### src/rtl/imem_loader.sv
// Boot-stream loader: parses a length-prefixed byte stream, writes 32-bit words
// into instruction memory, verifies an XOR checksum and then releases the CPU.
module imem_loader #(
  parameter int unsigned MAX_WORDS = 256
) (
  input  logic        clk,
  input  logic        in_rst_n,
  input  logic        in_valid,
  input  logic [7:0]  in_byte,
  output logic        out_ready,
  output logic        out_imem_wrt,
  output logic [31:0] out_imem_addr,
  output logic [31:0] out_imem_data,
  output logic        out_cpu_run,
  output logic        out_busy,
  output logic        out_error
);

  typedef enum logic [2:0] {
    S_LENHI,
    S_LENLO,
    S_DATA,
    S_WRITE,
    S_CSUM,
    S_RUN,
    S_ERR
  } state_t;

  state_t      state_q, state_d;
  logic [15:0] len_q, len_d;
  logic [15:0] word_cnt_q, word_cnt_d;
  logic [1:0]  byte_cnt_q, byte_cnt_d;
  logic [31:0] asm_q, asm_d;
  logic [7:0]  csum_q, csum_d;

  logic        xfer;
  logic [15:0] len_full;
  logic [15:0] word_cnt_inc;

  // Outputs decode from state/registers only, so in_valid never reaches out_ready.
  always_comb begin
    out_ready     = (state_q == S_LENHI) || (state_q == S_LENLO) ||
                    (state_q == S_DATA)  || (state_q == S_CSUM);
    out_busy      = (state_q == S_LENLO) || (state_q == S_DATA) ||
                    (state_q == S_WRITE) || (state_q == S_CSUM);
    out_imem_wrt  = (state_q == S_WRITE);
    out_cpu_run   = (state_q == S_RUN);
    out_error     = (state_q == S_ERR);
    out_imem_addr = {16'd0, word_cnt_q};
    out_imem_data = asm_q;
  end

  always_comb begin
    xfer         = in_valid && out_ready;
    len_full     = {len_q[15:8], in_byte};
    word_cnt_inc = word_cnt_q + 16'd1;

    state_d    = state_q;
    len_d      = len_q;
    word_cnt_d = word_cnt_q;
    byte_cnt_d = byte_cnt_q;
    asm_d      = asm_q;
    csum_d     = csum_q;

    unique case (state_q)
      S_LENHI: begin
        if (xfer) begin
          len_d   = {in_byte, 8'd0};
          state_d = S_LENLO;
        end
      end
      S_LENLO: begin
        if (xfer) begin
          len_d = len_full;
          if ({16'd0, len_full} > MAX_WORDS) begin
            state_d = S_ERR;
          end else if (len_full == 16'd0) begin
            state_d = S_CSUM;
          end else begin
            state_d = S_DATA;
          end
        end
      end
      S_DATA: begin
        if (xfer) begin
          asm_d      = {asm_q[23:0], in_byte};
          csum_d     = csum_q ^ in_byte;
          byte_cnt_d = byte_cnt_q + 2'd1;
          if (byte_cnt_q == 2'd3) begin
            state_d = S_WRITE;
          end
        end
      end
      S_WRITE: begin
        word_cnt_d = word_cnt_inc;
        state_d    = (word_cnt_inc == len_q) ? S_CSUM : S_DATA;
      end
      S_CSUM: begin
        if (xfer) begin
          state_d = (in_byte == csum_q) ? S_RUN : S_ERR;
        end
      end
      S_RUN:   state_d = S_RUN;
      S_ERR:   state_d = S_ERR;
      default: state_d = S_ERR;
    endcase
  end

  always_ff @(posedge clk) begin
    if (!in_rst_n) begin
      state_q    <= S_LENHI;
      len_q      <= '0;
      word_cnt_q <= '0;
      byte_cnt_q <= '0;
      asm_q      <= '0;
      csum_q     <= '0;
    end else begin
      state_q    <= state_d;
      len_q      <= len_d;
      word_cnt_q <= word_cnt_d;
      byte_cnt_q <= byte_cnt_d;
      asm_q      <= asm_d;
      csum_q     <= csum_d;
    end
  end

endmodule

### config.mk
export PLATFORM = sky130hd
export DESIGN_NAME = imem_loader
export DESIGN_NICKNAME = d
export VERILOG_FILES = /design/src/rtl/imem_loader.sv
export SDC_FILE = /design/constraint.sdc
export NUM_CORES = 1
export LEC_CHECK = 0
export CAP_MARGIN = 5
export CORE_MARGIN = 2
export CORE_UTILIZATION = 40
export CTS_CLUSTER_DIAMETER = 150
export DETAILED_ROUTE_END_ITERATION = 12
export GPL_TIMING_DRIVEN = 0
export PLACE_DENSITY = 0.71
export SYNTH_ARGS = -nofsm -noshare
export SYNTH_HDL_FRONTEND = slang
export SYNTH_SLANG_ARGS = --single-unit
### constraint.sdc
create_clock -name clk -period 1.85 [get_ports clk]
set_input_delay 0.185 -clock clk [delete_from_list [all_inputs] [get_ports clk]]
set_output_delay 0.185 -clock clk [all_outputs]
set_load 0.02 [all_outputs]
==> impl_metrics.py, run 1 <==
metrics = {
    "final_layout": {
        "final_area_sq_um": 5240,
        "nets": 568,
        "area_growth_pct": 35.4,
        "drive_gt1_share_pct": 17.0,
        "antenna_cells": 0,
        "post-route-util_pct": 56.2,
        "instances_no_fill": 688,
    },
    "clock_network": {
        "insertion_delay_ns": 0.35,
        "cts_buffers": 9,
        "cts.path.max_buffers": 2,
        "cts_hold_buf": 0,
        "clkTransAtPathRegs_ns": 0.08,
        "htreeDepth": 3,
        "clock_sinks": 77,
        "cts_tree": "done",
        "cts-root-buf": "clkbuf_8",
    },
    "synth": {
        "yosysSeqAreaShare_pct": 39.8,
        "synth-async-reset-ratio_pct": 0,
        "synth_adder_area_share_pct": 0.646,
        "synth_warnings": 0,
        "yosysTopAreaCellShare_pct": 39.8,
        "synthMuxAreaShare_pct": 0.259,
        "synth_most_common_cell": "nand2_1",
        "synthFlopType": "dfxtp_1",
        "synth_compound_area_share_pct": 15.9,
        "synth_xor_area_share_pct": 11.8,
        "post_synth.cell_area_avg_sq_um": 8.43,
        "synth_commonest_cells": "nand2_1 (94), dfxtp_1 (77), a21boi_0 (39)",
        "synthCells": 459,
        "yosys.area_share.simple_pct": 24.6,
        "synthTopCellsByArea": "dfxtp_1 (40%), nand2_1 (9.1%), a21boi_0 (7.6%)",
        "yosysTopAreaCell": "dfxtp_1",
        "synth_cell_types": 49,
        "synth_top_family_by_area": "simple AND/OR/NAND/NOR gates",
        "ys_ff_latch": 77,
        "synthesis.area_sq_um": 3870,
        "synth_edf_count": 0,
    },
    "worst_setup_path": {
        "reg2reg_to": "state_q[2]",
        "path_class": "reg -> reg",
        "r2r-start": "word_cnt_q[2]",
        "r2r_slack_ns": 0.03,
        "endpoint_kind": "flip-flop",
        "reg2regPathDepth": 6,
        "crit_arrival_ns": 2.06,
        "path_max_fanout": 6,
        "required_ns": 2.09,
        "start_kind": "flip-flop",
    },
    "sta": {
        "finalSetupTns_ns": 0,
        "worstMarginPinSlew_ns": 0.540,
        "holdWs_ns": 0.463,
        "rsz0062_at_grt": "true",
        "finClkSkew_ns": 0.00875,
        "fmax_mhz": 551,
        "finalMaxSlewViolations": 0,
        "relSlewSlack_pct": 64.0,
        "period_minus_slack_ns": 1.82,
        "setup_viol": 0,
        "fin_crit_sh_pct": 98.2,
        "hold_viol_final": 0,
        "finalWorstSetupSlack_ns": 0.0335,
    },
    "global_route": {
        "grt_max_degree": 14,
        "grt_overflow_total": 0,
        "grt_pass1_wl_um": 15700,
        "first_global_vias": 3122,
        "grt_usage_pct": 19.3,
        "antenna_found_initial": 0,
    },
    "power_and_ir_drop": {
        "switching_share_pct": 25.7,
        "p_total_mw": 3.75,
        "clkPwrFrac_pct": 40.7,
        "cellLeakagePower_nw": 2.00,
        "combPwrFrac_pct": 12.8,
        "power_frac_seq_pct": 46.5,
        "vdd_ir_drop_max_uv": 393,
        "p_int_mw": 2.79,
        "cellPowerDensity_nw_per_um2": 716,
        "p_switching_mw": 0.963,
    },
    "job": {
        "drv_cap": 0,
    },
    "floorplan": {
        "die_h_um": 102,
        "dieArea_sq_um": 10500,
        "die_width_um": 102,
        "initial_core_util_pct": 41.5,
        "io_pins": 80,
        "core_sq_um": 9330,
        "num_rows": 35,
    },
    "drt": {
        "vias": 3442,
        "drtIter0Drc": 170,
        "totalWireLength_um": 9820,
        "ant_nets": 0,
        "drc": 0,
        "dr.pass1.iters": 4,
        "avgRoutedWirePerCell_um": 14.3,
        "viasPerCell": 5.00,
    },
    "worst_hold_path": {
        "hp-class": "reg -> reg",
        "hp-start": "out_imem_data[27]",
        "hold_depth": 2,
        "hold_end": "out_imem_data[27]",
    },
    "outcome": {
        "outcome": "finished, final reports clean",
    },
    "placement": {
        "dp_hpwl_um": 7000,
        "pre_cts_slack_ns": -0.525,
        "routabilityCongestion": 0.924,
        "place_area_sq_um": 4760,
        "port_buffers": 63,
        "placedCellCount": 666,
    },
}
==> logic make-up after synthesis <==
logic type               Yosys count
AND/OR/NAND/NOR                  190
AO/OA/AOI/OAI                     84
flip-flops                        77
XOR/XNOR                          52
buffers and inverters             52
adder cells (fa/ha/maj)            2
other                              1
multiplexers                       1
==> worst max-delay path by stage <==
stage          cells past startpoint          start  slack [ns]           endpoint
6_report                           6  word_cnt_q[2]        0.03         state_q[2]
5_1_grt                            8  word_cnt_q[1]       -0.03         state_q[2]
4_1_cts                            6  word_cnt_q[2]        0.01         state_q[2]
3_5_place_dp                       7       in_valid       -0.53  out_imem_data[19]
3_3_place_gp                       7       in_valid       -0.47  out_imem_data[26]
2_1_floorplan                      8  word_cnt_q[0]       0.008         state_q[1]
==> critical path, cell delays in order (launching register included) <==
cell and delay [ns]:
dfxtp_2 0.34, buf_6 0.12, nand4_4 0.11, or3_4 0.41, o311a_1 0.30, and4b_1 0.21
a31o_1 0.22
==> cells in the final DEF (no fill, tap or decap), types with 3 or more instances in the layout <==
cell type / synthesis / final
clkbuf_2: 0 / 5
clkbuf_8: 0 / 9
o21ai_0: 7 / 6
or3_1: 3 / 3
clkdlybuf4s50_1: 0 / 58
xnor2_1: 30 / 29
buf_6: 0 / 4
nand2b_1: 3 / 3
nor4_1: 5 / 3
nand3_1: 11 / 8
inv_1: 6 / 6
dlygate4sd2_1: 0 / 5
dfxtp_4: 0 / 4
dfxtp_1: 77 / 64
clkbuf_1: 21 / 10
nor3_1: 7 / 5
and2_1: 23 / 23
nand2_1: 94 / 94
a21boi_1: 4 / 4
xor2_1: 22 / 21
a21boi_0: 39 / 39
nand4_1: 6 / 6
dfxtp_2: 0 / 9
a22oi_1: 8 / 8
nor2_1: 9 / 6
nor2b_1: 11 / 11
a31oi_1: 3 / 3
a21oi_1: 7 / 7
and3_1: 7 / 6
bufinv_16: 0 / 3
conb_1: 1 / 16
buf_4: 16 / 29
clkbuf_4: 0 / 4
==> final cells by class <==
cell class / count / area (sq um)
plain buffers: 41 / 280
clock buffers: 9 / 124
clock inverters: 6 / 111
fillers: 830 / 4090
inverters: 6 / 22.5
multi-input cells: 345 / 2260
flip-flops and latches: 77 / 1570
well taps: 129 / 161
repair buffers: 75 / 714
==> per-layer routing <==
layer  GRT usage [%]  wire [um]  up-vias
met1            26.5       4580     1634
met5               0          0        -
met2            30.3       4610       88
met3            3.15        412       20
met4            7.69        226        0
li1                -          -     1700
==> flip-flops by register name (all words and copies together), names as in the netlist <==
| name | count |
|---|---|
| out_imem_data | 32 |
| state_q | 3 |
| len_q | 16 |
| csum_q | 8 |
| word_cnt_q | 16 |
| byte_cnt_q | 2 |
==> timing repair <==
action | 4_1_cts | 5_1_grt
pin swaps | 2 | 10
setup buffers | 7 | 5
endpoints found under the setup margin | 32 | 35
resized for setup | 19 | 36
==> power by group through the flow <==
stage | registers, mW | logic, mW | clock network (mW)
5_1_grt | 1.75 | 0.529 | 1.63
6_report | 1.74 | 0.481 | 1.53
2_1_floorplan | 1.77 | 0.309 | 0
3_5_place_dp | 1.78 | 0.447 | 0
4_1_cts | 1.74 | 0.454 | 1.54
3_3_place_gp | 1.78 | 0.439 | 0
Power figures use the tool's default switching activity.
==> inputs of run 2 (changes only) <==
--- a/config.mk
+++ b/config.mk
@@ -5,13 +5,14 @@
 export SDC_FILE = /design/constraint.sdc
 export NUM_CORES = 1
 export LEC_CHECK = 0
+export ABC_AREA = 1
 export CAP_MARGIN = 5
 export CORE_MARGIN = 2
 export CORE_UTILIZATION = 40
 export CTS_CLUSTER_DIAMETER = 150
 export DETAILED_ROUTE_END_ITERATION = 12
 export GPL_TIMING_DRIVEN = 0
-export PLACE_DENSITY = 0.71
+export PLACE_DENSITY_LB_ADDON = 0.3
 export SYNTH_ARGS = -nofsm -noshare
 export SYNTH_HDL_FRONTEND = slang
 export SYNTH_SLANG_ARGS = --single-unit
==> run 2 against run 1 <==
Fmax grew 1.0%. First-iteration DRC count increased by 14%. Non-clock buffer count fell by 10. Largest power group unchanged.
==> impl_metrics.py, run 2 <==
metrics = {
    "outcome": {
        "outcome": "finished, final reports clean",
    },
    "worst_setup_path": {
        "r2r_slack_ns": 0.05,
        "path_max_fanout": 5,
        "crit_arrival_ns": 2.09,
        "required_ns": 2.15,
        "cp_slowest_stage_delay_ns": 0.39,
        "endpoint_kind": "flip-flop",
        "cp.buffers_inverters": 0,
        "critPathTopFamily": "simple AND/OR/NAND/NOR gates",
        "crit_path_top_delay_cell": "dfxtp_4",
        "r2r-start": "word_cnt_q[0]",
        "path_class": "reg -> reg",
        "worstPathCellList": "ha_4 > nand2_8 > nor2_8 > nand3_1 > nand2_1 > nand3_1 > nand2_1 > nand2_1 > nor2_2 > nand4_1 > nand2_1 > nand2_1 > a21oi_2",
        "start_kind": "flip-flop",
        "path_common_cell": "nand2_1",
        "reg2regPathDepth": 13,
        "reg2reg_to": "state_q[2]",
    },
    "synth": {
        "synth_top_family_by_area": "simple AND/OR/NAND/NOR gates",
        "synth_adder_area_share_pct": 0.643,
        "synth_edf_count": 0,
        "synth_xor_area_share_pct": 3.05,
        "synth_compound_area_share_pct": 15.0,
        "yosysTopAreaCell": "dfxtp_1",
        "synthesis.area_sq_um": 3890,
        "ys_ff_latch": 77,
        "yosysTopAreaCellShare_pct": 39.6,
        "synth_commonest_cells": "nor2_1 (103), nand2_1 (91), dfxtp_1 (77)",
        "yosysSeqAreaShare_pct": 39.6,
        "post_synth.cell_area_avg_sq_um": 6.86,
        "synthTopCellsByArea": "dfxtp_1 (40%), nor2_1 (9.9%), nand2_1 (8.8%)",
        "yosys.area_share.simple_pct": 30.5,
        "synthMuxAreaShare_pct": 0,
        "synthCells": 567,
        "synth_cell_types": 33,
        "synth-async-reset-ratio_pct": 0,
        "synth_most_common_cell": "nor2_1",
        "synthFlopType": "dfxtp_1",
        "synth_warnings": 0,
    },
    "power_and_ir_drop": {
        "clkPwrFrac_pct": 28.2,
        "switching_share_pct": 36.0,
        "p_int_mw": 3.05,
        "power_frac_seq_pct": 43.0,
        "vdd_ir_drop_max_uv": 485,
        "combPwrFrac_pct": 28.8,
        "p_switching_mw": 1.72,
        "cellLeakagePower_nw": 2.28,
        "cellPowerDensity_nw_per_um2": 934,
    },
    "floorplan": {
        "die_h_um": 103,
        "core_sq_um": 9330,
        "dieArea_sq_um": 10500,
        "initial_core_util_pct": 41.7,
        "die_width_um": 103,
        "num_rows": 35,
        "io_pins": 80,
    },
    "global_route": {
        "grt_max_degree": 16,
        "antenna_found_initial": 0,
        "grt_pass1_wl_um": 17900,
        "first_global_vias": 3838,
        "grt_usage_pct": 21.8,
        "grt_overflow_total": 0,
    },
    "final_layout": {
        "antenna_cells": 0,
        "fillerInstances": 917,
        "layout_common_cells": "nor2_1 (98), nand2_1 (87), dfxtp_1 (65), o21ai_0 (60), clkdlybuf4s50_1 (57)",
        "drive_gt1_share_pct": 14.1,
        "nets": 675,
        "largest_reg_flops": 32,
        "layout_commonest_cell": "nor2_1",
        "area_growth_pct": 31.1,
    },
    "drt": {
        "viasPerCell": 5.02,
        "avgRoutedWirePerCell_um": 13.8,
        "totalWireLength_um": 11000,
        "drc": 0,
        "vias": 3993,
        "drtIter0Drc": 194,
        "ant_nets": 0,
        "dr.pass1.iters": 5,
    },
    "clock_network": {
        "cts.path.max_buffers": 2,
        "cts_buffers": 9,
        "cts-root-buf": "clkbuf_8",
        "cts_hold_buf": 0,
        "cts_tree": "done",
        "htreeDepth": 3,
        "clkTransAtPathRegs_ns": 0.09,
        "clock_sinks": 77,
        "insertion_delay_ns": 0.37,
    },
    "sta": {
        "finalMaxSlewViolations": 0,
        "rsz0062_at_grt": "true",
        "relSlewSlack_pct": 47.6,
        "setup_viol": 0,
        "finalSetupTns_ns": 0,
        "fmax_mhz": 556,
        "period_minus_slack_ns": 1.80,
        "fin_crit_sh_pct": 97.2,
        "holdWs_ns": 0.211,
        "hold_viol_final": 0,
        "worstMarginPinSlew_ns": 0.780,
        "finClkSkew_ns": 0.0134,
    },
    "worst_hold_path": {
        "hp-start": "in_rst_n",
        "hold_depth": 3,
        "hp-class": "in -> reg",
        "hold_end": "out_imem_data[0]",
    },
    "job": {
        "drv_cap": 0,
    },
    "placement": {
        "routabilityCongestion": 0.889,
        "port_buffers": 62,
        "dp_hpwl_um": 8000,
    },
}
-- run 2: stage by stage --
stage	instance area [sq um]	cells	power [mW]	util, %	worst slack (ns)
3_3_place_gp	4730	773	3.39	50.7	-0.376
6_report	5100	796	4.76	54.7	0.0521
5_1_grt	5100	796	5.05	54.7	-0.0668
2_1_floorplan	3950	582	2.90	-	0.0719
3_5_place_dp	4730	773	3.42	50.7	-0.399
4_1_cts	5000	790	4.77	53.6	-0.109
-- run 2: power by group through the flow --
| stage | registers, mW | clock network [mW] | logic, mW |
|---|---|---|---|
| finish | 2.05 | 1.34 | 1.37 |
| global route | 2.08 | 1.46 | 1.52 |
| CTS | 2.04 | 1.37 | 1.36 |
| detailed placement | 2.07 | 0 | 1.35 |
| global placement | 2.06 | 0 | 1.33 |
| floorplan | 2.17 | 0 | 0.731 |
-- run 2: how the worst max path moves through the flow --
| stage | startpoint | endpoint | cells after the start |
|---|---|---|---|
| final | word_cnt_q[0] | state_q[2] | 13 |
| after global routing | word_cnt_q[5] | state_q[2] | 14 |
| after CTS | state_q[1] | out_busy | 6 |
| after detailed placement | state_q[1] | out_busy | 7 |
| after global placement | state_q[1] | out_busy | 7 |
| after floorplan | word_cnt_q[0] | state_q[2] | 15 |
-- run 2: worst reg2reg max path, cell delays in order, from the launching register on --
cell	delay, ns
dfxtp_4	0.39
ha_4	0.18
nand2_8	0.08
nor2_8	0.13
nand3_1	0.12
nand2_1	0.10
nand3_1	0.07
nand2_1	0.08
nand2_1	0.06
nor2_2	0.15
nand4_1	0.12
nand2_1	0.07
nand2_1	0.08
a21oi_2	0.11
-- run 2: metal layers --
metal  global-route usage, %  vias to the layer above  routed length (um)
li1                        -                     1995                   -
met1                    26.4                     1841                4770
met2                    37.2                      128                5260
met3                    4.47                       29                 676
met4                    9.74                        0                 255
met5                       0                        -                   0
-- run 2: timing repair --
item	4_1_cts	5_1_grt
endpoints found under the hold margin	0	0
setup buffers	1	6
pin swaps	3	4
gates resized for setup	24	29
endpoints found under the setup margin	29	45
cloned	1	0
-- run 2: kinds of logic (layout without fill, tap and decap cells) --
family | count (synthesis) | count (layout)
flops | 77 | 77
xor+xnor | 12 | 12
buf+inv | 98 | 182
other cells | 1 | 16
simple gates | 269 | 270
fa+ha+maj | 2 | 2
compound gates | 108 | 108
-- run 2: layout make-up --
cell class / count / area [sq um] / area share, %
Multi-Input combinational cell: 408 / 2060 / 40.4
Sequential cell: 77 / 1570 / 30.7
Timing Repair Buffer: 69 / 664 / 13.0
Inverter: 60 / 228 / 4.47
Buffer: 37 / 215 / 4.22
Tap cell: 129 / 161 / 3.16
Clock buffer: 9 / 124 / 2.43
Clock inverter: 7 / 81.3 / 1.59
